<file path="src/rtl/p_emap_line_packer.sv">
// p_emap_line_packer
// Packs a stream of vector elements (one element per beat) into
// no_of_units-element memory lines and writes them to the gather unit's
// vector memory. A line write is held off while read_busy is high.
//
// Optional feature macro: P_EMAP_PACKER_DOUBLE_BUFFER_EN
//   defined   : two line buffers; filling continues while a line waits to write
//   undefined : single line buffer (FILL -> PEND -> FILL)
//
// Ports:
//   clk, rst_n          clock, asynchronous active-low reset
//   start, base_address job start pulse (honoured only in IDLE), first line address
//   in_valid/in_ready   element handshake; in_data element, in_last final element
//   read_busy           gather side reading; blocks line writes
//   write_enable        one-cycle line write strobe
//   write_address/data  line address and packed line (slot 0 at the MSB end)
//   lines_written       lines written in the current job
//   done                one-cycle pulse with the final line write of a job
module p_emap_line_packer #(
    parameter int unsigned element_width = 64,
    parameter int unsigned no_of_units   = 8,
    parameter int unsigned address_width = 32
) (
    input  logic                                   clk,
    input  logic                                   rst_n,
    input  logic                                   start,
    input  logic [address_width-1:0]               base_address,
    input  logic                                   in_valid,
    output logic                                   in_ready,
    input  logic [element_width-1:0]               in_data,
    input  logic                                   in_last,
    input  logic                                   read_busy,
    output logic                                   write_enable,
    output logic [address_width-1:0]               write_address,
    output logic [no_of_units*element_width-1:0]   write_data,
    output logic [address_width-1:0]              lines_written,
    output logic                                   done
);

    localparam int unsigned line_width = no_of_units * element_width;
    localparam int unsigned slot_width = (no_of_units > 1) ? $clog2(no_of_units) : 1;
    localparam logic [slot_width-1:0] last_slot = slot_width'(no_of_units - 1);

    // Element index (no_of_units-1-slot) places slot 0 at the MSB end.
    typedef logic [no_of_units-1:0][element_width-1:0] line_t;
    typedef enum logic [1:0] {IDLE, FILL, PEND} state_t;

    state_t                    state_q, state_d;
    logic [slot_width-1:0]     slot_q, slot_d;
    logic [address_width-1:0]  line_addr_q, line_addr_d;

    logic                      in_ready_d, write_enable_d, done_d;
    logic [address_width-1:0]  write_address_d, lines_written_d;
    logic [line_width-1:0]     write_data_d;

`ifdef P_EMAP_PACKER_DOUBLE_BUFFER_EN
    // Two buffers: fill_idx receives beats, wr_idx is the oldest full line.
    line_t       buf_q [2];
    line_t       buf_d [2];
    logic [1:0]  full_q, full_d;
    logic [1:0]  blast_q, blast_d;
    logic        fill_idx_q, fill_idx_d;
    logic        wr_idx_q, wr_idx_d;
    logic        seen_last_q, seen_last_d;

    // Next-state / next-output logic
    always_comb begin
        state_d         = state_q;
        slot_d          = slot_q;
        line_addr_d     = line_addr_q;
        buf_d           = buf_q;
        full_d          = full_q;
        blast_d         = blast_q;
        fill_idx_d      = fill_idx_q;
        wr_idx_d        = wr_idx_q;
        seen_last_d     = seen_last_q;
        write_enable_d  = 1'b0;
        done_d          = 1'b0;
        write_address_d = write_address;
        write_data_d    = write_data;
        lines_written_d = lines_written;

        case (state_q)
            IDLE: begin
                if (start) begin
                    state_d         = FILL;
                    slot_d          = '0;
                    line_addr_d     = base_address;
                    buf_d           = '{default: '0};
                    full_d          = '0;
                    blast_d         = '0;
                    fill_idx_d      = 1'b0;
                    wr_idx_d        = 1'b0;
                    seen_last_d     = 1'b0;
                    lines_written_d = '0;
                end
            end
            FILL: begin
                // Drain the oldest full line when the gather side is idle.
                if (full_q[wr_idx_q] && !read_busy) begin
                    write_enable_d   = 1'b1;
                    write_address_d  = line_addr_q;
                    write_data_d     = buf_q[wr_idx_q];
                    line_addr_d      = line_addr_q + address_width'(1);
                    lines_written_d  = lines_written + address_width'(1);
                    buf_d[wr_idx_q]  = '0;
                    full_d[wr_idx_q] = 1'b0;
                    wr_idx_d         = ~wr_idx_q;
                    if (blast_q[wr_idx_q]) begin
                        done_d  = 1'b1;
                        state_d = IDLE;
                    end
                end
                // in_ready guarantees the fill buffer is free and differs from wr_idx.
                if (in_valid && in_ready) begin
                    buf_d[fill_idx_q][last_slot - slot_q] = in_data;
                    slot_d = slot_q + slot_width'(1);
                    if (slot_q == last_slot || in_last) begin
                        full_d[fill_idx_q]  = 1'b1;
                        blast_d[fill_idx_q] = in_last;
                        fill_idx_d          = ~fill_idx_q;
                        slot_d              = '0;
                        seen_last_d         = in_last;
                    end
                end
            end
            default: state_d = IDLE;
        endcase

        in_ready_d = (state_d == FILL) && !seen_last_d && !full_d[fill_idx_d];
    end

    // Buffer state registers
    always_ff @(posedge clk or negedge rst_n) begin
        if (!rst_n) begin
            buf_q       <= '{default: '0};
            full_q      <= '0;
            blast_q     <= '0;
            fill_idx_q  <= 1'b0;
            wr_idx_q    <= 1'b0;
            seen_last_q <= 1'b0;
        end else begin
            buf_q       <= buf_d;
            full_q      <= full_d;
            blast_q     <= blast_d;
            fill_idx_q  <= fill_idx_d;
            wr_idx_q    <= wr_idx_d;
            seen_last_q <= seen_last_d;
        end
    end
`else
    line_t  buf_q, buf_d;
    logic   held_last_q, held_last_d;

    // Next-state / next-output logic
    always_comb begin
        state_d         = state_q;
        slot_d          = slot_q;
        line_addr_d     = line_addr_q;
        buf_d           = buf_q;
        held_last_d     = held_last_q;
        write_enable_d  = 1'b0;
        done_d          = 1'b0;
        write_address_d = write_address;
        write_data_d    = write_data;
        lines_written_d = lines_written;

        case (state_q)
            IDLE: begin
                if (start) begin
                    state_d         = FILL;
                    slot_d          = '0;
                    line_addr_d     = base_address;
                    buf_d           = '0;
                    held_last_d     = 1'b0;
                    lines_written_d = '0;
                end
            end
            FILL: begin
                if (in_valid && in_ready) begin
                    buf_d[last_slot - slot_q] = in_data;
                    slot_d = slot_q + slot_width'(1);
                    if (slot_q == last_slot || in_last) begin
                        held_last_d = in_last;
                        slot_d      = '0;
                        state_d     = PEND;
                    end
                end
            end
            PEND: begin
                if (!read_busy) begin
                    write_enable_d  = 1'b1;
                    write_address_d = line_addr_q;
                    write_data_d    = buf_q;
                    line_addr_d     = line_addr_q + address_width'(1);
                    lines_written_d = lines_written + address_width'(1);
                    buf_d           = '0;
                    slot_d          = '0;
                    if (held_last_q) begin
                        done_d  = 1'b1;
                        state_d = IDLE;
                    end else begin
                        state_d = FILL;
                    end
                end
            end
            default: state_d = IDLE;
        endcase

        in_ready_d = (state_d == FILL);
    end

    // Buffer state registers
    always_ff @(posedge clk or negedge rst_n) begin
        if (!rst_n) begin
            buf_q       <= '0;
            held_last_q <= 1'b0;
        end else begin
            buf_q       <= buf_d;
            held_last_q <= held_last_d;
        end
    end
`endif

    // State register and registered outputs
    always_ff @(posedge clk or negedge rst_n) begin
        if (!rst_n) begin
            state_q       <= IDLE;
            slot_q        <= '0;
            line_addr_q   <= '0;
            in_ready      <= 1'b0;
            write_enable  <= 1'b0;
            write_address <= '0;
            write_data    <= '0;
            lines_written <= '0;
            done          <= 1'b0;
        end else begin
            state_q       <= state_d;
            slot_q        <= slot_d;
            line_addr_q   <= line_addr_d;
            in_ready      <= in_ready_d;
            write_enable  <= write_enable_d;
            write_address <= write_address_d;
            write_data    <= write_data_d;
            lines_written <= lines_written_d;
            done          <= done_d;
        end
    end

endmodule

</file>
<file path="config.mk">
export PLATFORM = sky130hd
export DESIGN_NAME = p_emap_line_packer
export DESIGN_NICKNAME = d
export VERILOG_FILES = /design/src/rtl/p_emap_line_packer.sv
export SDC_FILE = /design/constraint.sdc
export NUM_CORES = 2
export LEC_CHECK = 0
export ABC_AREA = 1
export CORE_MARGIN = 2
export CORE_UTILIZATION = 28
export DETAILED_ROUTE_END_ITERATION = 7
export PLACE_DENSITY = 0.44
export SLEW_MARGIN = 20
export SYNTH_ARGS = -nofsm -noshare
export SYNTH_HDL_FRONTEND = slang
export SYNTH_SLANG_ARGS = --single-unit
</file>
<file path="constraint.sdc">
create_clock -name clk -period 2.3 [get_ports clk]
set_clock_uncertainty 0.05 [all_clocks]
set_input_delay 0.46 -clock clk [delete_from_list [all_inputs] [get_ports clk]]
set_output_delay 0.46 -clock clk [all_outputs]
set_load 0.01 [all_outputs]
</file>
==> impl_metrics.env <==
export IMPL_gr_usage_all_layers_pct=21.5
export IMPL_overflow=0
export IMPL_p_leak_nw=29.9
export IMPL_core_region_area_um2=154000
export IMPL_async_reset_ff_share_pct=100
export IMPL_slowest_stage="clkdlybuf4s50_1"
export IMPL_io_pins=681
export IMPL_drc_errors=0
export IMPL_port_buffers=680
export IMPL_die_area_um2=158000
export IMPL_grt_pass1_wl_mm=252
export IMPL_ff2ff_path_depth=12
export IMPL_status="finished, final reports clean"
export IMPL_crit_path_cell_trace="clkdlybuf4s50_1"
export IMPL_critPathLaunch="write_data[231]"
export IMPL_numClockSinks=1129
export IMPL_root_buffer="clkbuf_16"
export IMPL_max_slew_margin_pct=48.0
export IMPL_hold_viol=0
export IMPL_cp_top_family="buffers and inverters"
export IMPL_syn_nets=4946
export IMPL_drtAntennaViolNets=0
export IMPL_clkTransAtPathRegs_ps=60
export IMPL_start_util_pct=28.2
export IMPL_worst_pin_slew_ps=781
export IMPL_rsz0062_at_grt="no"
export IMPL_clk_latency_ps=780
export IMPL_cts_tree="done"
export IMPL_synthToLayoutAreaGrowth_pct=35.9
export IMPL_drt_iter0_drc=2664
export IMPL_power_mw=66.4
export IMPL_finalCriticalPeriod_ps=2240
export IMPL_drv_slew=0
export IMPL_final_cells=7797
export IMPL_routed_via_density=4.61
export IMPL_max_cap_viol_count=0
export IMPL_ir_worst_vdd_v=0.000784
export IMPL_fillers=15800
export IMPL_whs_ps=260
export IMPL_grt_max_degree=130
export IMPL_max_freq_ghz=0.446
export IMPL_cp_depth=1
export IMPL_wire_per_inst_um=21.9
export IMPL_die_y_um=398
export IMPL_worstHoldStart="in_last"
export IMPL_synth_edf_count=0
export IMPL_cp_arrival_ps=1730
export IMPL_via_count=36000
export IMPL_cts_max_level=4
export IMPL_yosysWarnings=0
export IMPL_required_ps=1790
export IMPL_syn_area_per_cell_um2=8.96
export IMPL_placedCellCount=7535
export IMPL_endpoint_kind="output port"
export IMPL_path_buf_inv=1
export IMPL_slowest_delay_ps=600
export IMPL_hpwl_mm=117
export IMPL_grt_pass1_vias=36200
export IMPL_rr_startpoint="state_q[1]"
export IMPL_crit_type="reg -> out"
export IMPL_cts_made_buffers=134
export IMPL_synthCells=4840
export IMPL_netlist_area_um2=43400
export IMPL_layout_nets=5752
export IMPL_synth_flop_cell="dfrtp_1"
export IMPL_gp_congestion=0.887
export IMPL_yosysUniqueCellTypes=39
export IMPL_min_path_type="in -> reg"
export IMPL_start_kind="flip-flop"
export IMPL_antenna_found_initial=30
export IMPL_yosysSeqAreaShare_pct=65.1
export IMPL_finalCritPeriodShare_pct=97.5
export IMPL_cts_max_path_buffers=3
export IMPL_layout_drive_gt1_share_pct=9.56
export IMPL_p_per_area_nw_per_um2=1130
export IMPL_first_pass_iters=7
export IMPL_totalWireLength_mm=171
export IMPL_dieWidth_um=398
export IMPL_setup_violations=0
export IMPL_synth_ff_latch_count=1129
export IMPL_hold_depth=3
export IMPL_crit_fanout=2
export IMPL_rows=144
-- worst paths after layout --
| kind | to | slack, ps |
|---|---|---|
| worst max-delay path | write_data[231] | 60 |
| worst min-delay path | held_last_q | 260 |
| worst max register to register | buf_q[391] | 200 |
| worst min register to register | write_data[161] | 410 |
| max in group asynchronous | write_data[147] | 1040 |
| min in group asynchronous | write_data[311] | 330 |
-- sequential cells by signal, summed over array words and instances (netlist names) --
signal	flops
buf_q	512
done	1
lines_written	32
in_ready	1
slot_q	3
state_q	2
write_address	32
line_addr_q	32
write_enable	1
held_last_q	1
write_data	512
-- layout make-up --
cell class / instances / area [µm²] / area share (%)
inverter: 122 / 467 / 0.792
multi-input combinational: 3341 / 13800 / 23.4
sequential: 1129 / 28300 / 48.0
timing repair buffer: 918 / 9250 / 15.7
tap: 2044 / 2560 / 4.34
antenna: 8 / 20.0 / 0.0340
clock buffer: 194 / 3940 / 6.68
clock inverter: 41 / 596 / 1.01
-- stage by stage --
stage	cell area (µm²)	utilization, %	setup WS, ps	setup TNS (ps)
after floorplan	43400	-	524	0
after global placement	54500	35.4	-209	-60580
after detailed placement	54500	35.4	-212	-43660
after CTS	58900	38.3	0.243	0
after global routing	58900	38.3	1.28	0
final	59000	38.3	58.6	0
-- repair_timing --
| action | 4_1_cts | 5_1_grt |
|---|---|---|
| hold buffers | 1 | 0 |
| endpoints found under the hold margin | 505 | 0 |
| buffers inserted | 18 | 0 |
| pin swaps | 0 | 0 |
| resized for setup | 303 | 10 |
| endpoints found under the setup margin | 261 | 10 |
-- cell usage in the layout (no fill, tap or decap), types with 5 or more instances in the layout --
master and n:
clkbuf_1 25, dfrtp_2 53, nand3_2 8, bufinv_16 9
inv_1 104, dfrtp_1 1076, clkbuf_8 34, nand4_1 11
inv_2 10, nand2_1 2408, buf_4 162, o21ai_4 6
nor2_1 176, diode_2 8, clkdlybuf4s50_1 420, o22ai_1 6
buf_12 75, nor3_1 5, dlymetal6s2s_1 9, clkbuf_16 135
dlygate4sd2_1 249, a21oi_1 22, clkinv_2 21, o21ai_1 110
o21ai_0 454, nand3_1 95
-- power by group --
part | switching [mW] | internal, mW
Combinational | 11.6 | 7.00
Sequential | 2.57 | 23.3
Clock | 8.91 | 13.0
-- cells in the mapped netlist, types with 5 or more instances --
library cell | instances | area share [%]
inv_1 | 105 | 0.91
inv_2 | 14 | 0.12
dfrtp_1 | 1129 | 65
nand4_1 | 11 | 0.16
o21ai_2 | 6 | 0.12
nand3_2 | 8 | 0.18
buf_2 | 32 | 0.37
clkbuf_1 | 210 | 1.8
o22ai_1 | 6 | 0.087
nand3_1 | 99 | 1.1
nor2_1 | 177 | 1.5
nor3_1 | 5 | 0.058
a21oi_1 | 22 | 0.25
nand2_1 | 2409 | 21
o21ai_0 | 454 | 5.2
o21ai_1 | 110 | 1.3
-- metal layers --
layer | share of wire, % | GRT usage, % | vias to the layer above
met3 | 6.4 | 4.98 | 207
met1 | 45 | 29.6 | 18000
met4 | 2.4 | 6.11 | 18
met2 | 46 | 33.8 | 950
met5 | 0.076 | 0 | -
li1 | - | - | 16900
-- cells by family after synthesis --
logic type	count (synthesis)	synth area share (%)
adders and majority gates	4	0.115
xor gates and xnor gates	3	0.0606
buffers and inverters	370	3.32
DFF	1129	65.1
AOI/OAI and AO/OA	612	7.22
and+or+nand+nor	2722	24.1
-- tightest hold or removal path, cell delays in order --
cell	delay [ps]
clkdlybuf4s50_1	430
inv_1	60
o21ai_0	80
No activity file was read; power rests on OpenSTA's default activity.
